===== src/rtl/dcache_sram_assoc_pkg.sv =====
// D-cache shared constants: default geometry, flush FSM encoding
// and a width helper used by the cache and its LRU sub-module.
package dcache_sram_assoc_pkg;

   localparam int DC_WAYS        = 2;
   localparam int DC_IDX_W       = 1;
   localparam int DC_TAG_W       = 3;
   localparam int DC_BLOCK_BYTES = 4;

   typedef enum logic [1:0] {
      FL_IDLE  = 2'd0,
      FL_SCAN  = 2'd1,
      FL_EVICT = 2'd2
   } flush_state_t;

   // Way-index / LRU-age width; a 1-way cache still gets one bit.
   function automatic int clog2_min1(input int n);
      return (n > 1) ? $clog2(n) : 1;
   endfunction

endpackage


===== src/rtl/dcache_sram_assoc_if.sv =====
// D-cache CPU/memory-side bundle: lookup, write, refill, flush.
// master drives requests; slave (the cache) drives results.
interface dcache_sram_assoc_if
   import dcache_sram_assoc_pkg::*;
#(
   parameter int TAG_W       = DC_TAG_W,
   parameter int IDX_W       = DC_IDX_W,
   parameter int BLOCK_BYTES = DC_BLOCK_BYTES
);
   logic                     ren;
   logic                     wen;
   logic                     memWen;
   logic [BLOCK_BYTES-1:0]   bytesAccess;
   logic [TAG_W+IDX_W-1:0]   blockAddr;
   logic [8*BLOCK_BYTES-1:0] dataIn;
   logic                     flushReq;
   logic                     evictReady;
   logic                     hit;
   logic                     dirtyBit;
   logic [8*BLOCK_BYTES-1:0] dataOut;
   logic [TAG_W+IDX_W-1:0]   victimAddr;
   logic                     evictValid;
   logic                     busy;
   logic                     flushDone;

   modport master (
      output ren, wen, memWen, bytesAccess, blockAddr,
             dataIn, flushReq, evictReady,
      input  hit, dirtyBit, dataOut, victimAddr,
             evictValid, busy, flushDone
   );

   modport slave (
      input  ren, wen, memWen, bytesAccess, blockAddr,
             dataIn, flushReq, evictReady,
      output hit, dirtyBit, dataOut, victimAddr,
             evictValid, busy, flushDone
   );
endinterface


===== src/rtl/dcache_sram_assoc_lru.sv =====
// Per-set LRU ages (0 = most recent). Ports: set_idx selects the set
// read on ages and updated on touch; touch_way becomes age 0.
module dcache_lru
   import dcache_sram_assoc_pkg::*;
#(
   parameter int WAYS  = DC_WAYS,
   parameter int IDX_W = DC_IDX_W,
   localparam int AGE_W = clog2_min1(WAYS)
) (
   input  logic                        clk,
   input  logic                        rst,
   input  logic [IDX_W-1:0]            set_idx,
   input  logic                        touch,
   input  logic [AGE_W-1:0]            touch_way,
   output logic [WAYS-1:0][AGE_W-1:0]  ages
);
   localparam int SETS = 2**IDX_W;

   logic [WAYS-1:0][AGE_W-1:0] age_q [SETS];
   logic [WAYS-1:0][AGE_W-1:0] age_d [SETS];
   logic [AGE_W-1:0]           old_age;

   assign ages = age_q[set_idx];

   always_comb begin
      age_d   = age_q;
      old_age = age_q[set_idx][touch_way];
      if (touch) begin
         for (int v = 0; v < WAYS; v++) begin
            if (AGE_W'(v) == touch_way)
               age_d[set_idx][v] = '0;
            else if (age_q[set_idx][v] < old_age)
               age_d[set_idx][v] = age_q[set_idx][v] + 1'b1;
         end
      end
   end

   always_ff @(posedge clk or negedge rst) begin
      if (!rst) begin
         for (int s = 0; s < SETS; s++)
            for (int w = 0; w < WAYS; w++)
               age_q[s][w] <= AGE_W'(w);
      end else begin
         age_q <= age_d;
      end
   end

endmodule


===== src/rtl/dcache_sram_assoc.sv =====
// Set-associative D-cache array with byte writes, LRU refill and a
// flush engine. Ports: clk, rst (async active-low), bus (slave).
module dcache_sram_assoc
   import dcache_sram_assoc_pkg::*;
#(
   parameter int WAYS        = DC_WAYS,
   parameter int IDX_W       = DC_IDX_W,
   parameter int TAG_W       = DC_TAG_W,
   parameter int BLOCK_BYTES = DC_BLOCK_BYTES
) (
   input logic                clk,
   input logic                rst,
   dcache_sram_assoc_if.slave bus
);
   localparam int SETS   = 2**IDX_W;
   localparam int BLK_W  = 8*BLOCK_BYTES;
   localparam int ADDR_W = TAG_W+IDX_W;
   localparam int WAY_W  = clog2_min1(WAYS);

   flush_state_t     state_q, state_d;
   logic [IDX_W-1:0] scan_set_q, scan_set_d, nxt_set;
   logic [WAY_W-1:0] scan_way_q, scan_way_d, nxt_way;
   logic             last_entry;
   logic             flush_done_q, flush_done_d;

   logic [WAYS-1:0]  valid_q [SETS];
   logic [WAYS-1:0]  valid_d [SETS];
   logic [WAYS-1:0]  dirty_q [SETS];
   logic [WAYS-1:0]  dirty_d [SETS];
   logic [TAG_W-1:0] tag_q   [SETS][WAYS];
   logic [TAG_W-1:0] tag_d   [SETS][WAYS];
   logic [BLK_W-1:0] data_q  [SETS][WAYS];
   logic [BLK_W-1:0] data_d  [SETS][WAYS];

   logic [IDX_W-1:0]           idx;
   logic [TAG_W-1:0]           tag;
   logic                       match_any, inv_any;
   logic [WAY_W-1:0]           hit_way, vic_way;
   logic [WAY_W-1:0]           best_age;
   logic [WAYS-1:0][WAY_W-1:0] ages;
   logic                       busy, touch;
   logic [WAY_W-1:0]           touch_way;
   logic [BLK_W-1:0]           data_out;
   logic [ADDR_W-1:0]          victim_addr;

   assign idx = bus.blockAddr[IDX_W-1:0];
   assign tag = bus.blockAddr[ADDR_W-1:IDX_W];

   dcache_lru #(.WAYS(WAYS), .IDX_W(IDX_W)) u_lru (
      .clk       (clk),
      .rst       (rst),
      .set_idx   (idx),
      .touch     (touch),
      .touch_way (touch_way),
      .ages      (ages)
   );

   always_comb begin
      match_any = 1'b0;
      hit_way   = '0;
      inv_any   = 1'b0;
      vic_way   = '0;
      best_age  = ages[0];
      for (int w = 0; w < WAYS; w++) begin
         if (valid_q[idx][w] && tag_q[idx][w] == tag && !match_any) begin
            match_any = 1'b1;
            hit_way   = WAY_W'(w);
         end
         if (!valid_q[idx][w] && !inv_any) begin
            inv_any = 1'b1;
            vic_way = WAY_W'(w);
         end
      end
      // Ages form a permutation, so the strict maximum is unique.
      if (!inv_any) begin
         for (int w = 1; w < WAYS; w++) begin
            if (ages[w] > best_age) begin
               best_age = ages[w];
               vic_way  = WAY_W'(w);
            end
         end
      end
   end

   assign busy           = (state_q != FL_IDLE);
   assign bus.busy       = busy;
   assign bus.evictValid = (state_q == FL_EVICT);
   assign bus.flushDone  = flush_done_q;
   assign bus.hit        = !busy && match_any;
   assign bus.dirtyBit   = !busy && !match_any &&
                           valid_q[idx][vic_way] && dirty_q[idx][vic_way];
   assign bus.dataOut    = data_out;
   assign bus.victimAddr = victim_addr;

   always_comb begin
      if (state_q == FL_EVICT) begin
         data_out    = data_q[scan_set_q][scan_way_q];
         victim_addr = {tag_q[scan_set_q][scan_way_q], scan_set_q};
      end else begin
         data_out    = match_any ? data_q[idx][hit_way]
                                 : data_q[idx][vic_way];
         victim_addr = {tag_q[idx][vic_way], idx};
      end
   end

   always_comb begin
      last_entry = (scan_set_q == IDX_W'(SETS-1)) &&
                   (scan_way_q == WAY_W'(WAYS-1));
      if (scan_way_q == WAY_W'(WAYS-1)) begin
         nxt_way = '0;
         nxt_set = scan_set_q + 1'b1;
      end else begin
         nxt_way = scan_way_q + 1'b1;
         nxt_set = scan_set_q;
      end
   end

   always_comb begin
      state_d      = state_q;
      scan_set_d   = scan_set_q;
      scan_way_d   = scan_way_q;
      flush_done_d = 1'b0;
      valid_d      = valid_q;
      dirty_d      = dirty_q;
      tag_d        = tag_q;
      data_d       = data_q;
      touch        = 1'b0;
      touch_way    = hit_way;
      unique case (state_q)
         FL_IDLE: begin
            if (bus.memWen) begin
               valid_d[idx][vic_way] = 1'b1;
               dirty_d[idx][vic_way] = 1'b0;
               tag_d[idx][vic_way]   = tag;
               data_d[idx][vic_way]  = bus.dataIn;
               touch                 = 1'b1;
               touch_way             = vic_way;
            end else if (bus.wen) begin
               if (match_any) begin
                  for (int b = 0; b < BLOCK_BYTES; b++)
                     if (bus.bytesAccess[b])
                        data_d[idx][hit_way][b*8 +: 8] = bus.dataIn[b*8 +: 8];
                  dirty_d[idx][hit_way] = 1'b1;
                  touch                 = 1'b1;
               end
            end else if (bus.ren && match_any) begin
               touch = 1'b1;
            end
            if (bus.flushReq) state_d = FL_SCAN;
         end
         FL_SCAN: begin
            if (valid_q[scan_set_q][scan_way_q] &&
                dirty_q[scan_set_q][scan_way_q]) begin
               state_d = FL_EVICT;
            end else if (last_entry) begin
               state_d      = FL_IDLE;
               flush_done_d = 1'b1;
               scan_set_d   = '0;
               scan_way_d   = '0;
            end else begin
               scan_set_d = nxt_set;
               scan_way_d = nxt_way;
            end
         end
         FL_EVICT: begin
            if (bus.evictReady) begin
               dirty_d[scan_set_q][scan_way_q] = 1'b0;
               if (last_entry) begin
                  state_d      = FL_IDLE;
                  flush_done_d = 1'b1;
                  scan_set_d   = '0;
                  scan_way_d   = '0;
               end else begin
                  state_d    = FL_SCAN;
                  scan_set_d = nxt_set;
                  scan_way_d = nxt_way;
               end
            end
         end
         default: state_d = FL_IDLE;
      endcase
   end

   always_ff @(posedge clk or negedge rst) begin
      if (!rst) begin
         state_q      <= FL_IDLE;
         scan_set_q   <= '0;
         scan_way_q   <= '0;
         flush_done_q <= 1'b0;
         for (int s = 0; s < SETS; s++) begin
            valid_q[s] <= '0;
            dirty_q[s] <= '0;
            for (int w = 0; w < WAYS; w++) begin
               tag_q[s][w]  <= '0;
               data_q[s][w] <= '0;
            end
         end
      end else begin
         state_q      <= state_d;
         scan_set_q   <= scan_set_d;
         scan_way_q   <= scan_way_d;
         flush_done_q <= flush_done_d;
         valid_q      <= valid_d;
         dirty_q      <= dirty_d;
         tag_q        <= tag_d;
         data_q       <= data_d;
      end
   end

endmodule


===== src/flat_wrapper.sv =====
// flat-port wrapper written by rule: the top's interface ports become plain ports
module dcache_sram_assoc_flat import dcache_sram_assoc_pkg::*;
#(
   parameter int WAYS        = DC_WAYS,
   parameter int IDX_W       = DC_IDX_W,
   parameter int TAG_W       = DC_TAG_W,
   parameter int BLOCK_BYTES = DC_BLOCK_BYTES
)
  (clk, rst, bus_ren, bus_wen, bus_memWen, bus_bytesAccess, bus_blockAddr, bus_dataIn, bus_flushReq, bus_evictReady, bus_hit, bus_dirtyBit, bus_dataOut, bus_victimAddr, bus_evictValid, bus_busy, bus_flushDone);
  dcache_sram_assoc_if #(.TAG_W(TAG_W), .IDX_W(IDX_W), .BLOCK_BYTES(BLOCK_BYTES)) bus_i ();
  input logic clk;
  input logic rst;
  input wire logic [$bits(bus_i.ren)-1:0] bus_ren;
  input wire logic [$bits(bus_i.wen)-1:0] bus_wen;
  input wire logic [$bits(bus_i.memWen)-1:0] bus_memWen;
  input wire logic [$bits(bus_i.bytesAccess)-1:0] bus_bytesAccess;
  input wire logic [$bits(bus_i.blockAddr)-1:0] bus_blockAddr;
  input wire logic [$bits(bus_i.dataIn)-1:0] bus_dataIn;
  input wire logic [$bits(bus_i.flushReq)-1:0] bus_flushReq;
  input wire logic [$bits(bus_i.evictReady)-1:0] bus_evictReady;
  output wire logic [$bits(bus_i.hit)-1:0] bus_hit;
  output wire logic [$bits(bus_i.dirtyBit)-1:0] bus_dirtyBit;
  output wire logic [$bits(bus_i.dataOut)-1:0] bus_dataOut;
  output wire logic [$bits(bus_i.victimAddr)-1:0] bus_victimAddr;
  output wire logic [$bits(bus_i.evictValid)-1:0] bus_evictValid;
  output wire logic [$bits(bus_i.busy)-1:0] bus_busy;
  output wire logic [$bits(bus_i.flushDone)-1:0] bus_flushDone;
  assign bus_i.ren = bus_ren;
  assign bus_i.wen = bus_wen;
  assign bus_i.memWen = bus_memWen;
  assign bus_i.bytesAccess = bus_bytesAccess;
  assign bus_i.blockAddr = bus_blockAddr;
  assign bus_i.dataIn = bus_dataIn;
  assign bus_i.flushReq = bus_flushReq;
  assign bus_i.evictReady = bus_evictReady;
  assign bus_hit = bus_i.hit;
  assign bus_dirtyBit = bus_i.dirtyBit;
  assign bus_dataOut = bus_i.dataOut;
  assign bus_victimAddr = bus_i.victimAddr;
  assign bus_evictValid = bus_i.evictValid;
  assign bus_busy = bus_i.busy;
  assign bus_flushDone = bus_i.flushDone;
  dcache_sram_assoc #(.WAYS(WAYS), .IDX_W(IDX_W), .TAG_W(TAG_W), .BLOCK_BYTES(BLOCK_BYTES)) u_core (.clk(clk), .rst(rst), .bus(bus_i));
endmodule

===== config.mk =====
export PLATFORM = sky130hd
export DESIGN_NAME = dcache_sram_assoc_flat
export DESIGN_NICKNAME = d
export VERILOG_FILES = /design/src/rtl/dcache_sram_assoc_pkg.sv /design/src/rtl/dcache_sram_assoc_if.sv /design/src/rtl/dcache_sram_assoc_lru.sv /design/src/rtl/dcache_sram_assoc.sv /design/src/flat_wrapper.sv
export SDC_FILE = /design/constraint.sdc
export NUM_CORES = 1
export LEC_CHECK = 0
export ABC_AREA = 1
export CAP_MARGIN = 40
export CORE_ASPECT_RATIO = 0.7
export CORE_MARGIN = 5
export CORE_UTILIZATION = 61
export CTS_BUF_LIST = sky130_fd_sc_hd__clkbuf_8
export CTS_CLUSTER_DIAMETER = 150
export DETAILED_ROUTE_END_ITERATION = 8
export PLACE_DENSITY = 0.84
export SLEW_MARGIN = 20
export SYNTH_ARGS = -nofsm -noshare
export SYNTH_HDL_FRONTEND = slang
export SYNTH_SLANG_ARGS = --single-unit

===== constraint.sdc =====
create_clock -name clk -period 5.45 [get_ports clk]
set_input_delay 1.09 -clock clk [delete_from_list [all_inputs] [get_ports clk]]
set_output_delay 1.09 -clock clk [all_outputs]
set_load 0.1 [all_outputs]

# Yosys cells after proc, flatten, opt, wreduce, memory -nomap -nowiden
# Index checks and enable logic that the tools add are counted.
# classes
n_addsub,4
n_lt_le_gt_ge,19
eq_ne,10
n_mux,167
bitwise_logic,15
n_reduce_logical,33
# op_table
operator,n
2-to-1 mux 128 bit,19
2-to-1 mux 64 bit,11
bitwise mux 128 bit,5
2-to-1 mux 32 bit,13
demux 64 bit (select 1 bit),5
demux 32 bit (select 1 bit),5
2-to-1 mux 2 bit,23
2-to-1 mux 6 bit,7
2-to-1 mux 1 bit,41
2-to-1 mux 4 bit,10
2-to-1 mux 24 bit,1
2-to-1 mux 3 bit,7
logical AND 1 bit,18
bitwise AND 4 bit,4
2-to-1 mux 16 bit,1
NOT 4 bit,4
bitwise mux 12 bit,1
demux 2 bit (select 1 bit),5
greater-or-equal comparator 2 bit (second input constant),5
NOT 1 -> 2 bit,5
nonzero test 2 bit,5
AND reduction 3 bit,3
bitwise mux 4 bit,2
< comparator 1 x 2 -> 1 bit (second input constant),4
other kinds (24),44
# totals
ff_bits,157
in_bits,47
output_inout_bits,41
elab_cells,268

# Logic depth before layout (Yosys ltp)
# Gate-level depths: netlist of the first run.
# depth
ltp_word,40
ltp_mapped,14
depth_no_buf,14

# Modules after synthesis
# Synthesis of the first run repeated with hierarchy kept, for this count alone.
# unflattened
cells_unflattened,1388
area_unflattened_um2,9603.0
# by_module_without_submodules
module,instances,cells_each,area_per_inst_um2
dcache_sram_assoc,1,1340,9307.7
dcache_lru,1,48,295.3

# Least setup slack after synthesis of the first run
# Ideal clock, no wire load.
# synth_path
path_kind,input -> output
startpoint,input bus_blockAddr[0]
endpoint,output bus_dirtyBit
arrival_time_ns,4.369
required_ns,4.360
setup_slack_ns,-0.009
stages,12
path_buffers,3
path_cell_list,buf_4 > buf_6 > nand2_1 > nand3_1 > nand2_1 > nor2_1 > nand2_2 > nand2_2 > inv_1 > buf_2 > o211ai_1 > nor3_1
# synth_between
elab_chain_len,14
elab_cells_between_ends,37
# synth_rtl
item,line_no,rtl
from (decl),flat_wrapper.sv:17,input wire logic [$bits(bus_i.blockAddr)-1:0] bus_blockAddr;
NOT 1 -> 2 bit (not written as such) (*),--,
2-to-1 mux 6 bit (not written as such) (3 in a row),dcache_sram_assoc.sv:65,if (valid_q[idx][w] && tag_q[idx][w] == tag && !match_any) begin
== test 3 bit,dcache_sram_assoc.sv:65,
logical AND 1 bit,dcache_sram_assoc.sv:65,
2-to-1 mux 1 bit,dcache_sram_assoc.sv:65,
zero test 1 bit,dcache_sram_assoc.sv:65,
logical AND 1 bit,dcache_sram_assoc.sv:65,
2-to-1 mux 1 bit,dcache_sram_assoc.sv:65,
zero test 1 bit,dcache_sram_assoc.sv:90,assign bus.dirtyBit = !busy && !match_any &&
logical AND 1 bit (2 in a row),dcache_sram_assoc.sv:90,
logical AND 1 bit (*),dcache_sram_assoc.sv:91,valid_q[idx][vic_way] && dirty_q[idx][vic_way];
to (decl),flat_wrapper.sv:22,output wire logic [$bits(bus_i.dirtyBit)-1:0] bus_dirtyBit;
# Every way passes the cells marked *; elsewhere a longest branch is shown, timed or not. The select of a mux whose other input is x is not followed.

# Final worst setup path of the first run
# layout_path
startpoint,input bus_blockAddr[0]
endpoint,output bus_dataOut[18]
# layout_between
elab_chain_len,16
elab_cells_between_ends,40
# layout_rtl
item,line_no,rtl
NOT 1 -> 2 bit (not written as such) (*),--,
2-to-1 mux 6 bit (not written as such) (3 in a row),dcache_sram_assoc.sv:65,
== test 3 bit,dcache_sram_assoc.sv:65,
logical AND 1 bit,dcache_sram_assoc.sv:65,
2-to-1 mux 1 bit,dcache_sram_assoc.sv:65,
zero test 1 bit,dcache_sram_assoc.sv:65,
logical AND 1 bit,dcache_sram_assoc.sv:65,
2-to-1 mux 1 bit,dcache_sram_assoc.sv:65,
NOT 1 -> 2 bit (not written as such),dcache_sram_assoc.sv:100,data_out = match_any ? data_q[idx][hit_way]
2-to-1 mux 32 bit (not written as such) (3 in a row),dcache_sram_assoc.sv:100,
2-to-1 mux 32 bit (*),dcache_sram_assoc.sv:100,
2-to-1 mux 32 bit (*),dcache_sram_assoc.sv:96,if (state_q == FL_EVICT) begin
to (decl),flat_wrapper.sv:23,output wire logic [$bits(bus_i.dataOut)-1:0] bus_dataOut;
# Marked as above.

==> impl_results.md, run 1 <==
* Clock Power Share at around 12%
* Final Slew Violations at 0
* Initial DRC Count at between 1500 and 2000
* Post-synthesis compound-gate area fraction at 12.2%
* Die Wd at 162 um
* Yosys top cell area share at 39.1%
* Tot Pwr at roughly 7.6 mW
* Initial antenna violation count at 0
* Min cycle time layout at roughly 5.0 ns
* Via count at between 10000 and 15000
* Peak Freq at roughly 200 MHz
* Post-layout util at ~73%
* Largest family of logic cells by synthesized area: simple AND/OR/NAND/NOR gates
* Synth unique cells at approximately 40
* Critical Path AT at approximately 3.9 ns
* Post-route ant nets at 0
* Vias per cell at between 5 and 6
* Slowest stage delay, CP at 0.48 ns
* Flop-to-flop setup slack at around 2.6 ns
* Row count at 39
* Post-Route WL at about 32000 um
* Final #Nets at 1584
* Setup Total Neg Slack at 0 ns
* Internal Power at between 3 and 4 mW
* Pre-CTS worst setup slack at 0.582 ns
* Dpl cells at 1739
* Critical path endpoint: bus_dataOut[18]
* CTS Buf Count at 17
* H-tree depth at 4
* RSZ-0062 raised after global routing: no
* CP endpoint kind: output port
* Post-CTS Resized at 0
* Finished Layout Cells at ~1800
* Share of cells above drive strength 1 at 9.70%
* CORE AREA at 16200 um^2
* Wire per inst at 17.9 um
* PortBufs at 87
* Post-synthesis register bit count at around 160
* Mapped Area at about 10000 um^2
* Simple-gate portion of the synthesized area at about two fifths
* Syn_nets at approximately 1500
* Pwr dens at roughly 650 nW/um^2
* Syn Inst Count at ~1500
* Post-Syn Area per Cell at approximately 6.8 um^2
* Worst-Skew Late Latency at 0.47 ns
* Synth Flop Type: dfrtp_1
* Post-synth EDFFs at 0
* XOR/XNOR Fraction of Synth Area at less than 1%
* Psw at roughly 4.0 mW
* Max_slew headroom at 54.1%
* Gate power share at between 60% and 70%
* Antenna diode count at 0
* Synth top cells by count: nand2_1, dfrtp_1, nor2_1
* CP cell instances: buf_4, buf_4, nand2_1, nand3_1, nand2_1, nor2_1, nand2_2, nand2_2, inv_1, a21oi_1, a21oi_1, buf_12
* Finished Cell Area at about 12000 um^2
* Max-cap check violation count at 0
* Hold crit path type: flop to flop
* I/O pins at between 80 and 90
* Final Cycle Share at between 90% and 100%
* Clk sink count at 157
* Cts-stage hold buffer count at 0
* Routability cong. at around 0.95
* Worst reg2reg path endpoint: u_core.state_q[1]
* Hold WS at 0.482 ns
* Multi-input logic area at 5370 um^2
* Die area at 18900 um^2
* Worst Path Max Fanout at 38
* Wire length of the first global-routing pass at 51000 um
* Worst path depth at 12
* DP HPWL at 20800 um
* Clock Path Buffers at 2
* Setup CP Type: input port to output port
* Postcts setup bufs at 0
* Lkg Pwr at just over 6 nW
* Starting Density at between 60% and 70%
* Total DRC errors in the routed layout at 0
* Reg power frac at ~28%
* R2R depth at 10
* Largest net degree at the start of global routing at 61
* Sequential area share after synthesis at between 30% and 40%
* Root Driver: clkbuf_8
* Area grow syn2layout at 18.8%
* Setup violators final at 0
* Filler cells at ~1300
* Total grt overflow at 0
* Crit path max-delay cell type: buf_4
* Worst Max-Slew Pin Slew at roughly 0.69 ns
* Detailed Routing Iterations Pass 1 at 7
* Yosys top cell by area: dfrtp_1
* Largest delay share family, worst path: buffers and inverters
* Chip height at between 100 and 150 um
* Max VDD drop at around 0.0007 V
* Asr flop ratio synth at 100%
* Switching portion of total power at 52.7%
* Final Hold Viols at 0
* Clock Pin Slew Worst Setup and Hold Paths at around 0.08 ns
* Area after DPL at approximately 11000 um^2
* Mux cell area share after synthesis at about 1.4%
* CTS tree: built
* Most frequent cell after synthesis: nand2_1
* Synth Area in Adders at less than 1%
* Vias in the first global route at roughly 10000
* Critical path origin: bus_blockAddr[0]
* Ranking of synthesized cells by area: dfrtp_1, nand2_1, nand3_1
* Synth warn at 0
* Reg area at between 3000 and 4000 um^2
* Crit path buf inv count at 4
* Status: finished, final reports clean
* Overall routing resource usage at approximately a third
* Worst Setup Start Kind: input port
* RR Startpoint: u_core.scan_way_q
* PnR worst setup slack at 0.499 ns
* Worst EP required at roughly 4.4 ns
* Final Skew at roughly 0.012 ns
## cells by family after synthesis
kind of cell,Yosys count
buf+inv,147
fa+ha+maj,4
compound gates,189
mux,14
xor+xnor,2
flops,157
simple gates,950
## cells in the final DEF (no fill, tap or decap), types with 2 or more instances in the layout
| master | count |
|---|---|
| o21ai_4 | 9 |
| buf_12 | 37 |
| inv_2 | 2 |
| clkinv_4 | 3 |
| dfrtp_1 | 155 |
| o2bb2ai_1 | 2 |
| or2_2 | 3 |
| buf_4 | 21 |
| nor2_1 | 126 |
| o21ai_0 | 81 |
| mux2i_1 | 14 |
| nor2_2 | 11 |
| clkdlybuf4s50_1 | 47 |
| nand2_1 | 637 |
| o211ai_1 | 19 |
| clkinv_1 | 4 |
| nor2_8 | 2 |
| nand2_2 | 21 |
| a211oi_1 | 9 |
| bufinv_16 | 3 |
| clkbuf_8 | 19 |
| nand3_1 | 124 |
| inv_1 | 86 |
| buf_8 | 3 |
| xor2_1 | 2 |
| nand4_1 | 18 |
| nor2_4 | 2 |
| a21oi_1 | 33 |
| a31oi_1 | 4 |
| a22oi_1 | 23 |
| dfstp_2 | 2 |
| o22ai_1 | 4 |
| ha_1 | 3 |
| clkinv_2 | 2 |
## cell type report
class / instances / share of cell area, %
Multi-Input combinational cell: 1159 / 45.6
Clock inverter: 13 / 1.27
Clock buffer: 19 / 2.22
Inverter: 88 / 2.80
Tap cell: 225 / 2.39
Timing Repair Buffer: 110 / 12.3
Sequential cell: 157 / 33.4
## sequential cells by signal (all words and copies together), names as in the netlist
register              flops
u_core.dirty_q            4
u_core.tag_q             12
u_core.bus.flushDone      1
u_core.state_q            2
u_core.scan_set_q         1
u_core.u_lru.age_q        4
u_core.data_q           128
u_core.scan_way_q         1
u_core.valid_q            4
## how the worst min path moves through the flow
stage	startpoint	endpoint	slack, ns	cells after the start
2_1_floorplan	u_core.data_q[106]	u_core.data_q[106]	0.44	2
3_3_place_gp	u_core.data_q[106]	u_core.data_q[106]	0.45	2
3_5_place_dp	u_core.data_q[10]	u_core.data_q[10]	0.46	2
4_1_cts	u_core.data_q[10]	u_core.data_q[10]	0.48	2
5_1_grt	u_core.data_q[122]	u_core.data_q[122]	0.50	2
6_report	u_core.data_q[26]	u_core.data_q[26]	0.48	2
## worst min-delay path, cell delays in order, from the launching register on
cell	delay, ns
dfrtp_1	0.35
nand2_1	0.06
nand2_1	0.05
## routing by layer
| layer | share of wire (%) | track usage (%) | vias to the layer above |
|---|---|---|---|
| li1 | - | - | 4868 |
| met1 | 41 | 46.8 | 4874 |
| met2 | 44 | 52.8 | 761 |
| met3 | 13 | 7.90 | 87 |
| met4 | 2.6 | 13.3 | 0 |
| met5 | 0 | 0 | - |
## power groups by stage
stage	clock, mW	sequential, mW	combinational [mW]
after floorplan	0	2.00	3.08
after global placement	0	2.09	4.43
after detailed placement	0	2.10	4.54
after CTS	0.926	2.09	4.56
after global routing	0.977	2.17	4.89
final	0.928	2.12	4.60
Power figures use the tool's default switching activity.
==> run 2, diff against run 1 <==
- ABC_AREA: 1 -> not set
==> run 2 against run 1 <==
  * Die area shrank 6.5%
  * Clock skew grew 0.0075 ns
  * Cell count shrank 43%
  * Maximum frequency grew 1.5%
  * Setup slack gained 0.073 ns
  * Synthesized area shrank 7.0%
  * Synthesized cell count shrank 52%
  * Global-route usage shrank 6.9 points
  * Cell area shrank 6.1%
==> impl_results.md, run 2 <==
* Status: finished, final reports clean
* Final Hold Viols at 0 (unchanged)
* Final Skew at 0.0197 ns (+0.00745 ns)
* Post-synth EDFFs at 0 (unchanged)
* Largest net degree at the start of global routing at 71 (+16%)
* I/O pins at 88 (unchanged)
* Share of cells above drive strength 1 at 41.8% (+32 points)
* Wire per inst at 23.0 um (+28%)
* Dpl cells at 970 (-44%)
* Ranking of synthesized cells by area: dfrtp_1, mux2_2, mux4_2
* Area grow syn2layout at 20.1%
* Critical Path AT at 3.79 ns (-0.07 ns)
* Setup CP Type: input port to output port
* Post-Syn Area per Cell at 13.1 um^2 (+93%)
* Hold WS at 0.531 ns (+0.0483 ns)
* Finished Layout Cells at 1002 (-43%)
* Starting Density at 62.4% (+1.0 points)
* Final #Nets at 845 (-47%)
* CORE AREA at 14800 um^2 (-8.6%)
* Syn_nets at 756 (-50%)
* Most frequent cells in the layout: dfrtp_1, mux2_2, mux2i_1
* Overall routing resource usage at 27.1% (-6.9 points)
* Synth unique cells at 57 (+39%)
* Worst Setup Start Kind: input port
* Synth top cells by count: dfrtp_1, mux2_2, mux2i_1
* Die area at 17700 um^2 (-6.5%)
* Postcts setup bufs at 0 (unchanged)
* Syn Inst Count at 705 (-52%)
* Total grt overflow at 0 (unchanged)
* Clock Pin Slew Worst Setup and Hold Paths at 0.09 ns (about the same)
* Root Driver: clkbuf_8
* Hold crit path type: flop to flop
* Mapped Area at 9210 um^2 (-7.0%)
* Clock Path Buffers at 2 (unchanged)
* Row count at 37 (-5.1%)
* Total DRC errors in the routed layout at 0 (unchanged)
* DP HPWL at 16000 um (-23%)
* Largest register FFs at 128 (unchanged)
* Largest registers: u_core.data_q x128, u_core.tag_q x12
* Post-Route WL at 23000 um (-28%)
* Post-CTS Resized at 0 (unchanged)
* Synth Flop Type: dfrtp_1
* Yosys top cell by area: dfrtp_1
* Via count at 6418 (-39%)
* H-tree depth at 4 (unchanged)
* Post-layout util at 74.9% (+2.0 points)
* Vias in the first global route at 6932 (-30%)
* Asr flop ratio synth at 100% (unchanged)
* Post-synthesis register bit count at 157 (unchanged)
* Wire length of the first global-routing pass at 37600 um (-26%)
* Yosys top cell area share at 42.1% (+3.0 points)
* Vias per cell at 6.41 (+7.1%)
* Initial antenna violation count at 1 (+1)
* Worst Path Max Fanout at 16 (-58%)
* Routability cong. at 0.893 (-6.0%)
* Largest reg by FF count: u_core.data_q
* Peak Freq at 205 MHz (+1.5%)
* Setup violators final at 0 (unchanged)
* Initial DRC Count at 499 (-68%)
* Most frequent cell after synthesis: dfrtp_1
* Die Wd at 157 um (-3.4%)
* PortBufs at 87 (unchanged)
* Max-cap check violation count at 0 (unchanged)
* Post-route ant nets at 0 (unchanged)
* Detailed Routing Iterations Pass 1 at 7 (unchanged)
* Antenna diode count at 0 (unchanged)
* CTS Buf Count at 17 (unchanged)
* Worst Max-Slew Pin Slew at 0.840 ns (+0.152 ns)
* RSZ-0062 raised after global routing: no
* CTS tree: built
* Clk sink count at 157 (unchanged)
* Max_slew headroom at 44.0% (-10 points)
* Sequential area share after synthesis at 42.7% (+3.0 points)
* Worst-Skew Late Latency at 0.46 ns (about the same)
* CP endpoint kind: output port
* Filler cells at 888 (-32%)
* Final Slew Violations at 0 (unchanged)
* Worst EP required at 4.36 ns (about the same)
* Min cycle time layout at 4.88 ns (-0.0734 ns)
* Setup Total Neg Slack at 0 ns (unchanged)
* Chip height at 113 um (-3.3%)
* Synth warn at 0 (unchanged)
* Commonest non-fill, non-tap cell in the layout: dfrtp_1
* Cts-stage hold buffer count at 0 (unchanged)
* Final Cycle Share at 89.5% (-1.3 points)
==> run 2: worst paths after layout <==
kind                       slack (ns)  cells after the start                     to                  start
max                              0.57                      9        bus_dataOut[25]       bus_blockAddr[3]
min                              0.53                      1  u_core.u_lru.age_q[0]  u_core.u_lru.age_q[0]
max reg2reg                      2.31                      8      u_core.data_q[81]      u_core.state_q[1]
min reg2reg                      0.53                      1  u_core.u_lru.age_q[0]  u_core.u_lru.age_q[0]
max in group asynchronous        3.59                      3      u_core.scan_way_q                    rst
min in group asynchronous        0.57                      1       u_core.tag_q[10]                    rst
==> run 2: cell type report <==
| cell class | instances | area [um^2] | share of cell area (%) |
|---|---|---|---|
| multi-input combinational | 490 | 5020 | 45.4 |
| inverter | 21 | 78.8 | 0.712 |
| tap | 195 | 244 | 2.21 |
| sequential | 157 | 3930 | 35.6 |
| clock inverter | 15 | 136 | 1.23 |
| clock buffer | 17 | 234 | 2.11 |
| timing repair buffer | 107 | 1420 | 12.8 |
==> run 2: stage by stage <==
stage / area [um^2] / setup WS (ns)
CTS: 11100 / 0.575
finish: 11100 / 0.573
global route: 11100 / 0.435
detailed placement: 10700 / 0.578
floorplan: 9210 / 0.231
global placement: 10600 / 0.658
==> run 2: logic make-up after synthesis <==
group,count (synthesis),share of synthesized area [%]
mux,272,40.0
buf+inv,58,3.00
xor+xnor,10,1.03
flops,157,42.7
simple gates,127,6.94
fa+ha+maj,4,0.543
compound gates,77,5.80
==> run 2: worst max-delay path, stage by stage <==
cell             delay, ns
clkdlybuf4s50_1       0.58
xor2_2                0.22
o32a_4                0.35
nor3_1                0.41
o21ai_4               0.08
buf_4                 0.23
mux2_2                0.29
o21ai_1               0.30
buf_12                0.22
==> run 2: metal layers <==
layer / vias up / track usage, % / part of all wire (%)
met2: 242 / 43.6 / 48
met4: 2 / 8.21 / 2.0
met5: - / 0 / 0.056
met1: 3317 / 36.9 / 42
li1: 2815 / - / -
met3: 42 / 6.61 / 7.7
Power of run 2 is left out: the tool's default activity adds up to more than one toggle a clock period on the data nets, which glitch-free logic cannot reach.
